===== config.mk =====
export PLATFORM = sky130hd
export DESIGN_NAME = matc_result_streamer
export DESIGN_NICKNAME = d
export VERILOG_FILES = /design/src/rtl/matmul_pkg.sv /design/src/rtl/matc_result_streamer.sv
export SDC_FILE = /design/constraint.sdc
export NUM_CORES = 1
export LEC_CHECK = 0
export CAP_MARGIN = 5
export CORE_ASPECT_RATIO = 0.6
export CORE_UTILIZATION = 50
export CTS_CLUSTER_SIZE = 40
export DETAILED_ROUTE_END_ITERATION = 8
export PLACE_DENSITY = 0.75
export SYNTH_ARGS = -nofsm -noshare
export SYNTH_HDL_FRONTEND = slang
export SYNTH_SLANG_ARGS = --single-unit

===== constraint.sdc =====
create_clock -name clk -period 2.5 [get_ports clk]
set_input_delay 0.5 -clock clk [delete_from_list [all_inputs] [get_ports clk]]
set_output_delay 0.5 -clock clk [all_outputs]
set_load 0.03 [all_outputs]

===== src/rtl/matmul_pkg.sv =====
// Shared constants, state encoding and helpers for the matrix-multiplier result path.
package matmul_pkg;

   localparam int unsigned EW        = 2;
   localparam int unsigned CW        = 2 * EW + 1;
   localparam logic [3:0]  HDR_TAG   = 4'hA;
   localparam int unsigned FRAME_LEN = 6;

   typedef enum logic [1:0] {
      StIdle,
      StHdr,
      StElem,
      StCsum
   } state_e;

   function automatic logic [7:0] sext_elem(input logic [CW-1:0] c);
      return {{(8 - CW){c[CW-1]}}, c};
   endfunction

endpackage


===== src/rtl/matc_result_streamer.sv =====
// Serialises one 2x2 result matrix into a 6-byte frame: header, four elements, XOR checksum.
module matc_result_streamer
   import matmul_pkg::*;
(
   input  logic            clk,
   input  logic            rst_n,
   input  logic            ena,
   input  logic            c_valid,
   output logic            c_ready,
   input  logic [4*CW-1:0] c_data,
   output logic [7:0]      tx_data,
   output logic            tx_valid,
   input  logic            tx_ready,
   output logic            busy,
   output logic [3:0]      seq
);

   state_e          state;
   logic [4*CW-1:0] mat;
   logic [1:0]      idx;
   logic [7:0]      csum;
   logic [7:0]      next_elem;
   logic [7:0]      first_elem;
   logic            xfer;

   assign c_ready    = ena & (state == StIdle);
   assign busy       = (state != StIdle);
   assign xfer       = tx_valid & tx_ready;
   assign first_elem = sext_elem(mat[CW-1:0]);

   // Element following the one currently presented at index idx.
   always_comb begin
      next_elem = 8'h00;
      unique case (idx)
         2'd0:    next_elem = sext_elem(mat[2*CW-1:CW]);
         2'd1:    next_elem = sext_elem(mat[3*CW-1:2*CW]);
         default: next_elem = sext_elem(mat[4*CW-1:3*CW]);
      endcase
   end

   always_ff @(posedge clk) begin
      if (!rst_n) begin
         state    <= StIdle;
         mat      <= '0;
         idx      <= 2'd0;
         csum     <= 8'h00;
         tx_data  <= 8'h00;
         tx_valid <= 1'b0;
         seq      <= 4'd0;
      end else if (ena) begin
         unique case (state)
            StIdle: begin
               if (c_valid) begin
                  mat      <= c_data;
                  tx_data  <= {HDR_TAG, seq};
                  csum     <= {HDR_TAG, seq};
                  tx_valid <= 1'b1;
                  state    <= StHdr;
               end
            end
            StHdr: begin
               if (xfer) begin
                  tx_data <= first_elem;
                  csum    <= csum ^ first_elem;
                  idx     <= 2'd0;
                  state   <= StElem;
               end
            end
            StElem: begin
               if (xfer) begin
                  if (idx == 2'd3) begin
                     tx_data <= csum;
                     state   <= StCsum;
                  end else begin
                     idx     <= idx + 2'd1;
                     tx_data <= next_elem;
                     csum    <= csum ^ next_elem;
                  end
               end
            end
            StCsum: begin
               if (xfer) begin
                  tx_valid <= 1'b0;
                  seq      <= seq + 4'd1;
                  state    <= StIdle;
               end
            end
            default: state <= StIdle;
         endcase
      end
   end

endmodule


=== Word level (Yosys, flattened, before mapping) ===
Cells that the tools add are included.

* Add/sub/neg operators: 2
* Equal/unequal tests: 11
* Muxes and demuxes: 22
* Bitwise operators: 4
* Reductions and logical operators: 13

{| class="wikitable"
|+ Operators with widths
! operator !! number
|-
| 8-bit two-way mux || 7
|-
| 8-bit one-hot mux with 3 select lines || 2
|-
| 8-bit one-hot mux with 2 select lines || 1
|-
| 8-bit bitwise XOR || 2
|-
| 2-bit two-way mux || 7
|-
| 2-bit != test, second input constant || 6
|-
| 6-bit AND reduction || 2
|-
| 5-bit AND reduction || 2
|-
| 2-bit one-hot mux with 4 select lines || 1
|-
| 2-bit equality test, second input constant || 3
|-
| 3-bit AND reduction || 2
|-
| 2-bit nonzero test || 3
|-
| 4-bit by 1-bit adder with 4-bit output, second input constant || 1
|-
| 2-bit by 1-bit equality test with 1-bit output, second input constant || 2
|-
| 2-bit zero test || 2
|-
| 2-bit one-hot mux with 2 select lines || 1
|-
| 4-bit AND reduction || 1
|-
| 3-bit nonzero test || 1
|-
| 2-bit by 1-bit adder with 2-bit output, second input constant || 1
|-
| 1-bit AND || 2
|-
| 1-bit two-way mux || 2
|-
| 1-bit one-hot mux with 2 select lines || 1
|}

* Flip-flop bits (word level): 45
* Bits of input ports: 25
* Output and inout bits: 15
* Logic and storage cells: 59

=== Depth between registers and ports, before layout ===
* Word-level depth: 6
* Gate-level depth with buffers: 8

=== Least setup slack after synthesis ===
Ideal clock, no wire load.

* Kind: reg-to-reg
* Start point: register state[1]
* End point: register csum[0]
* Arrival time: 1759 ps
* Required time: 2426 ps
* Path slack: 667 ps
* Cell stages (with the launch flop): 8
* Buffers on the path: 1
* Clock period less this slack: 1833 ps
* Path through: dfxtp_1 -> inv_1 -> ha_1 -> buf_2 -> o2bb2ai_4 -> nand4_2 -> or4b_1 -> a31oi_1

* Cells in the longest elaborated chain, start to end: 3
* Elaborated cells on any way between the ends: 10
* Those cells by class: eq/ne: 6; mux: 1; reduce/logical: 3

{| class="wikitable"
|+ RTL lines
! element !! line !! text
|-
| from (decl) || matc_result_streamer.sv:18 || <nowiki>state_e state;</nowiki>
|-
| from (signal assigned) || matc_result_streamer.sv:43 || <nowiki>state <= StIdle;</nowiki>
|-
| from (signal assigned) || matc_result_streamer.sv:58 || <nowiki>state <= StHdr;</nowiki>
|-
| from (signal assigned) || matc_result_streamer.sv:66 || <nowiki>state <= StElem;</nowiki>
|-
| 2-bit equality test (tied with other cells) || matc_result_streamer.sv:51 || <nowiki>unique case (state)</nowiki>
|-
| 2-bit != test (no source line) / 3-bit nonzero test (equally long branches) || -- ||
|-
| 6-bit AND reduction (no source line) || -- ||
|-
| to (signal assigned) || matc_result_streamer.sv:56 || <nowiki>csum <= {HDR_TAG, seq};</nowiki>
|-
| to (signal assigned) || matc_result_streamer.sv:64 || <nowiki>csum <= csum ^ first_elem;</nowiki>
|-
| to (signal assigned) || matc_result_streamer.sv:77 || <nowiki>csum <= csum ^ next_elem;</nowiki>
|-
| to (decl) || matc_result_streamer.sv:21 || <nowiki>logic [7:0] csum;</nowiki>
|}

Several ways; a longest one is shown, not always the timed one.
A chain may end at the register's enable or synchronous reset.

=== Worst setup path after layout ===
* Start point: register state[0]
* End point: output port c_ready

* Cells in the longest elaborated chain, start to end: 2

{| class="wikitable"
|+ RTL lines
! element !! line !! text
|-
| 2-bit zero test || matc_result_streamer.sv:26 || <nowiki>assign c_ready = ena & (state == StIdle);</nowiki>
|-
| 1-bit AND || matc_result_streamer.sv:26 ||
|-
| to (decl) || matc_result_streamer.sv:9 || <nowiki>output logic c_ready,</nowiki>
|}

No other way between the ends.

==> metrics.md <==
| Metric | Value |
|---|---|
| Status | `finished clean` |
| Clk_skew | `0.0108 ns` |
| Synthesized Nets | `318` |
| Number of clock sinks | `45` |
| Fraction of layout cells with a size suffix above 1 | `8.72%` |
| Clk pwr share | `28.8%` |
| Gr usage total | `23.5%` |
| Leak Pwr | `1.06 nW` |
| CP endpoint kind | `output pin` |
| First-pass GRT wire length | `9.72 mm` |
| Yosys top cell by area | `dfxtp_1` |
| Logic pwr share | `24.1%` |
| # DRC | `0` |
| Post-synth EDFFs | `0` |
| P_sw | `0.000512 W` |
| Fin area | `2970 um^2` |
| Final period util | `91.7%` |
| Switching Share | `30.6%` |
| Pwr Density | `562 nW/um^2` |
| Post-synth cell types | `47` |
| Top Usage Layer GRT | `met1` |
| Synth Cell Area | `2420 um^2` |
| Unrepaired setup endpoints after global routing | `false` |
| Global-route track usage on met2 | `34.2%` |
| CTS tree | `done` |
| Max clock buf depth | `2` |
| DR iter-0 viols | `128` |
| Startpoint types | `flop` |
| Die Wd | `91.9 um` |
| Warning count from the yosys run | `0` |
| Highest clock rate | `436 MHz` |
| Setup TNS | `0 ns` |
| DP Wirelength | `4.10 mm` |
| Post-synthesis sequential area ratio | `37.2%` |
| Endpoints failing hold | `0` |
| Max-cap violations | `0` |
| Worst-path clk slew | `0.09 ns` |
| Ys async rst share | `0%` |
| Clock root cell | `clkbuf_8` |
| Initial antenna violation count | `0` |
| Core area | `4610 um^2` |
| VDD IR-drop max | `0.461 mV` |
| Placed instance area | `2880 um^2` |
| Area growth syn-to-layout | `22.7%` |
| Remaining global-route overflow | `0` |
| Largest net degree at the start of global routing | `22` |
| Setup-failing EPs final | `0` |
| Row count | `19` |
| Post-route ant nets | `0` |
| Worst EP required | `2.00 ns` |
| ANT cells | `0` |
| Post-synthesis cell count | `284` |
| Sequential share of power | `47.1%` |
| Post-CTS Setup Bufs | `0` |
| Post-CTS sizing | `0` |
| Number of global-route vias before repair | `1971` |
| First-pass DRT Iterations | `4` |
| Crit Path Max Fanout | `4` |
| Max H-tree Level | `2` |
| Crit path DAT | `1.79 ns` |
| DR vias | `2152` |
| Relative slew slack | `58.7%` |
| Register bit count reported by yosys | `45` |
| GPL Wtd Cong | `0.839` |
| Worst skew pair latency | `0.30 ns` |
| # nets final | `354` |
| Post-synth top area share | `37.2%` |
| Worst-margin pin slew | `0.619 ns` |
| Max Transition Viols Final | `0` |
| Chip Height | `55.9 um` |
| Routed vias/inst | `5.60` |
| Worst Setup Path Type | `reg2out` |
| I/O pins | `40` |
| Met1 GRT Util | `36.5%` |
| Main synth FF type | `dfxtp_1` |
| Num CTS Buffers | `5` |
| IO buf count | `39` |
| Hold Path Class | `reg2reg` |
| Synth area leaders | `dfxtp_1 37%, nand2_1 8.8%, a21boi_0 5.3%` |
| Final Critical Period | `2.29 ns` |
| Routed wire length | `5.53 mm` |
| Starting Density | `52.6%` |
| DR WL/cell | `14.4 um` |
| DIE AREA | `5140 um^2` |
| P_int | `0.00116 W` |
| Hold_buf cts | `0` |
| Mapped Avg Cell Area | `8.54 um^2` |
| GR Layer Usage met3 | `5.05%` |
| Filler Cells Inserted | `414` |
-- critical path: stages (launching register included) --
cell and delay, ns:
dfxtp_1 0.34, inv_1 0.12, ha_1 0.22, and2_1 0.16, clkdlybuf4s50_1 0.67
-- Yosys cell counts, types with 2 or more instances --
library cell and instances:
xnor2_1 2, a32o_1 4, or4b_1 4, a21o_1 2, o311ai_0 6, nand2b_1 4
a21boi_0 17, inv_1 8, nand4b_1 2, o31ai_1 5, ha_1 9, nand4_1 3
or2_1 3, nor2b_1 9, nor2_1 10, and4_1 2, a21oi_1 7, a22o_1 5
o221a_2 2, a31oi_1 6, nand3_1 6, nor3_1 2, nor3b_1 6, or2_2 4
mux2i_1 7, buf_2 4, and3_1 2, o21ai_0 4, nand2_1 57, clkbuf_1 13
and2_1 4, a211oi_1 5, o2111a_1 2, dfxtp_1 45
-- power groups by stage --
stage	clock [W]	combinational, W	sequential [W]
5_1_grt	0.000529	0.000446	0.000794
2_1_floorplan	0	0.000241	0.000819
3_5_place_dp	0	0.000401	0.000804
6_report	0.000481	0.000403	0.000788
4_1_cts	0.000493	0.000403	0.000788
3_3_place_gp	0	0.000397	0.000803
-- placed cells by master, fill, tap and decap left out, drive strengths merged, types with 5 or more instances in the layout --
cell type / Yosys / final
nor2: 10 / 10
o311ai: 6 / 6
ha: 9 / 9
nand3: 6 / 6
nand2: 57 / 57
nor2b: 9 / 9
o31ai: 5 / 5
a21oi: 7 / 7
or2: 7 / 7
a22o: 5 / 5
dfxtp: 45 / 45
inv: 9 / 9
a21boi: 17 / 17
clkdlybuf4s50: 0 / 39
mux2i: 7 / 7
nor3b: 6 / 6
a211oi: 5 / 5
buf: 5 / 8
clkbuf: 13 / 6
a31oi: 6 / 6
-- metal layers --
metal | part of all wire, % | vias up | wire, um
met5 | 0 | - | 0
met4 | 0.23 | 0 | 13
met3 | 6.9 | 2 | 384
met2 | 40 | 59 | 2230
met1 | 52 | 1003 | 2900
li1 | - | 1088 | -
-- stage by stage --
step | power, W | setup WS (ns) | cells | utilization [%] | hold slack [ns]
6_report | 0.00167 | 0.208 | 384 | 64.5 | 0.463
2_1_floorplan | 0.00106 | 0.667 | 284 | - | 0.439
3_5_place_dp | 0.00121 | 0.173 | 376 | 62.4 | 0.454
4_1_cts | 0.00168 | 0.190 | 384 | 64.5 | 0.464
5_1_grt | 0.00177 | 0.0940 | 384 | 64.5 | 0.479
3_3_place_gp | 0.00120 | 0.223 | 376 | 62.4 | 0.453
-- logic make-up (layout without fill, tap and decap cells) --
kind of cell / after synthesis / after routing / synth area share, %
mux: 8 / 8 / 3.35
simple gates: 122 / 122 / 26.1
buf+inv: 27 / 64 / 4.54
fa+ha+maj: 9 / 9 / 4.64
flops: 45 / 45 / 37.2
compound gates: 70 / 70 / 23.2
xor+xnor: 3 / 3 / 1.08
-- flip-flops by register name (all words and copies together) (netlist names) --
register	cells
mat	20
csum	8
tx_data	8
seq	4
idx	2
state	2
tx_valid	1
-- worst paths after layout --
check,to,slack (ns),start,depth (start not counted)
max reg2reg,csum[5],0.33,state[0],7
min,tx_data[6],0.46,tx_data[6],2
max,c_ready,0.21,state[0],4
min reg2reg,tx_data[6],0.46,tx_data[6],2
-- layout make-up --
type	instances	area (um^2)	share of cell area, %
Clock buffer	6	82.6	2.78
Sequential cell	45	901	30.3
Clock inverter	2	13.8	0.463
Inverter	9	33.8	1.14
Tap cell	63	78.8	2.65
Timing Repair Buffer	47	450	15.1
Multi-Input combinational cell	212	1410	47.5
Note: power is estimated with default switching activity, not from simulation.
==> RTL edit: new RTL, config.mk and constraints unchanged <==
Make the reset (`rst_n`) asynchronous in one clocked block.
--- a/src/rtl/matc_result_streamer.sv
+++ b/src/rtl/matc_result_streamer.sv
@@ -39,5 +39,5 @@
    end
 
-   always_ff @(posedge clk) begin
+   always_ff @(posedge clk or negedge rst_n) begin
       if (!rst_n) begin
          state    <= StIdle;
Function: differs if rst_n is asserted again (counterexample within 4 cycles, from zero or initial values and one cycle with rst_n low); with rst_n held inactive, the same outputs for 4 cycles.
==> RTL edit against the unedited design <==
- synthesized cell count decreased by 17%
- wire length decreased by 1.4%
- fmax decreased by 3.0%
- via count decreased by 6.0%
- setup slack got worse by 0.071 ns
- cell area increased by 5.0%
- synthesized area increased by 6.4%
- sequential cell count unchanged
- non-clock buffer count increased by 1
Power is not compared: it rests on default switching activity, and its combinational part moved more than twofold at a synthesized area within 25%.
==> RTL edit: results (changes against the unedited design) <==
| Metric | Value |
|---|---|
| Post-Syn Nets | 270 (-15%) |
| Hold WC Path Type | input pin to async pin |
| Fmax | 423.0 MHz (-3.0%) |
| First-pass GRT wire length | 9280 µm (-4.5%) |
| Switching Fraction | 43.33% |
| Main area contributors after synthesis | dfrtp_1, mux2_2, ha_1 |
| Worst hold slack | 0.2679 ns (-0.1947 ns) |
| Slew @ Worst Pin | 0.5708 ns (-0.04853 ns) |
| Yosys cell types | 45 (-4.3%) |
| # clk buffers | 7 (+1) |
| Drt wl/cell | 16.04 µm (+11%) |
| Post-CTS Setup Inserts | 0 (unchanged) |
| Pin count of the biggest net entering global routing | 46 (+110%) |
| Reg clk slew, reported paths | 0.09 ns (about the same) |
| I/O Buffers | 39 (unchanged) |
| Setup Skew | 0.005782 ns (-0.004986 ns) |
| Status | complete, no violations |
| Sequential share of cell area | 36.06% (+5.8 points) |
| GPL Wtd Cong | 0.8329 (-0.70%) |
| Multi-input gate area | 1330 µm² (-5.9%) |
| Share of cells above drive strength 1 | 20.22% (+11 points) |
| Top cells by count, synth | dfrtp_1, mux2_2, nand2_1 |
| Number of non-clock buffers | 48 (+2.1%) |
| Mapped Avg Cell Area | 10.94 µm² (+28%) |
| Root Driver | clkbuf_8 |
| Routed vias/inst | 5.950 (+6.2%) |
| ClkCell Share | 3.245% (+0.0058 points) |
| Final core utilization | 65.68% (+1.2 points) |
| #MultiIn Comb | 167 (-21%) |
| Worst Path Arrival | 1.86 ns (+0.07 ns) |
| Final nets | 310 (-12%) |
| Logic inverters | 9 (unchanged) |
| Synth async-reset ratio | 100.0% (+100 points) |
| Placed Area | 3022 µm² (+5.0%) |
| Fillers | 392 (-5.3%) |
| Synth top area share | 43.63% (+6.5 points) |
| R2r setup slk | 0.38 ns (+0.05 ns) |
| Seq/Total Area, Yosys | 43.63% (+6.5 points) |
| Iter 0 DRT Violations | 65 (-49%) |
| Vias after detailed routing | 2,023 (-6.0%) |
| Final non-clock buffer share | 14.50% (-0.64 points) |
| Setup slack after placement | 0.2065 ns (+0.03302 ns) |
| Post-DP HPWL | 4031 µm (-1.6%) |
| Gr usage total | 22.11% (-1.4 points) |
| Post-Place Cells | 332 (-12%) |
==> RTL edit: changes by cell type after synthesis, moves of 10 or more <==
cell | unedited run | this run
dfrtp_1 | 0 | 45
dfxtp_1 | 45 | 0
nand2_1 | 57 | 17
mux2_2 | 1 | 23
a21boi_0 | 17 | 0
clkbuf_1 | 13 | 3
==> RTL edit: path summary, 6_finish.rpt <==
path | to | start | cells past startpoint
max in group asynchronous | tx_data[0]$_DFFE_PN0P_ | rst_n | 2
setup reg to reg | csum[5]$_DFFE_PN0P_ | idx[0]$_DFFE_PN0P_ | 6
setup / recovery | c_ready | state[0]$_DFFE_PN0P_ | 4
hold / removal | csum[4]$_DFFE_PN0P_ | rst_n | 2
hold reg to reg | tx_data[0]$_DFFE_PN0P_ | tx_data[0]$_DFFE_PN0P_ | 2
min in group clk | tx_data[0]$_DFFE_PN0P_ | tx_data[0]$_DFFE_PN0P_ | 2
==> RTL edit: logic make-up (layout without fill, tap and decap cells) <==
kind of cell / after synthesis / count (layout) / synth area share, %
XOR/XNOR: 3 / 3 / 1.018
flip-flops: 45 / 45 / 43.63
AO/OA/AOI/OAI: 69 / 69 / 22.10
multiplexers: 26 / 26 / 11.20
adder cells (fa/ha/maj): 9 / 9 / 4.363
AND/OR/NAND/NOR: 60 / 60 / 12.85
buffers and inverters: 24 / 65 / 4.847
==> RTL edit: metal layers <==
| layer | vias up | GRT usage (%) | wire length [µm] |
|---|---|---|---|
| li1 | 968 | - | - |
| met1 | 1013 | 32.37 | 2828 |
| met2 | 33 | 33.61 | 2351 |
| met3 | 9 | 4.987 | 201 |
| met4 | 0 | 5.195 | 73 |
| met5 | - | 0 | 0 |
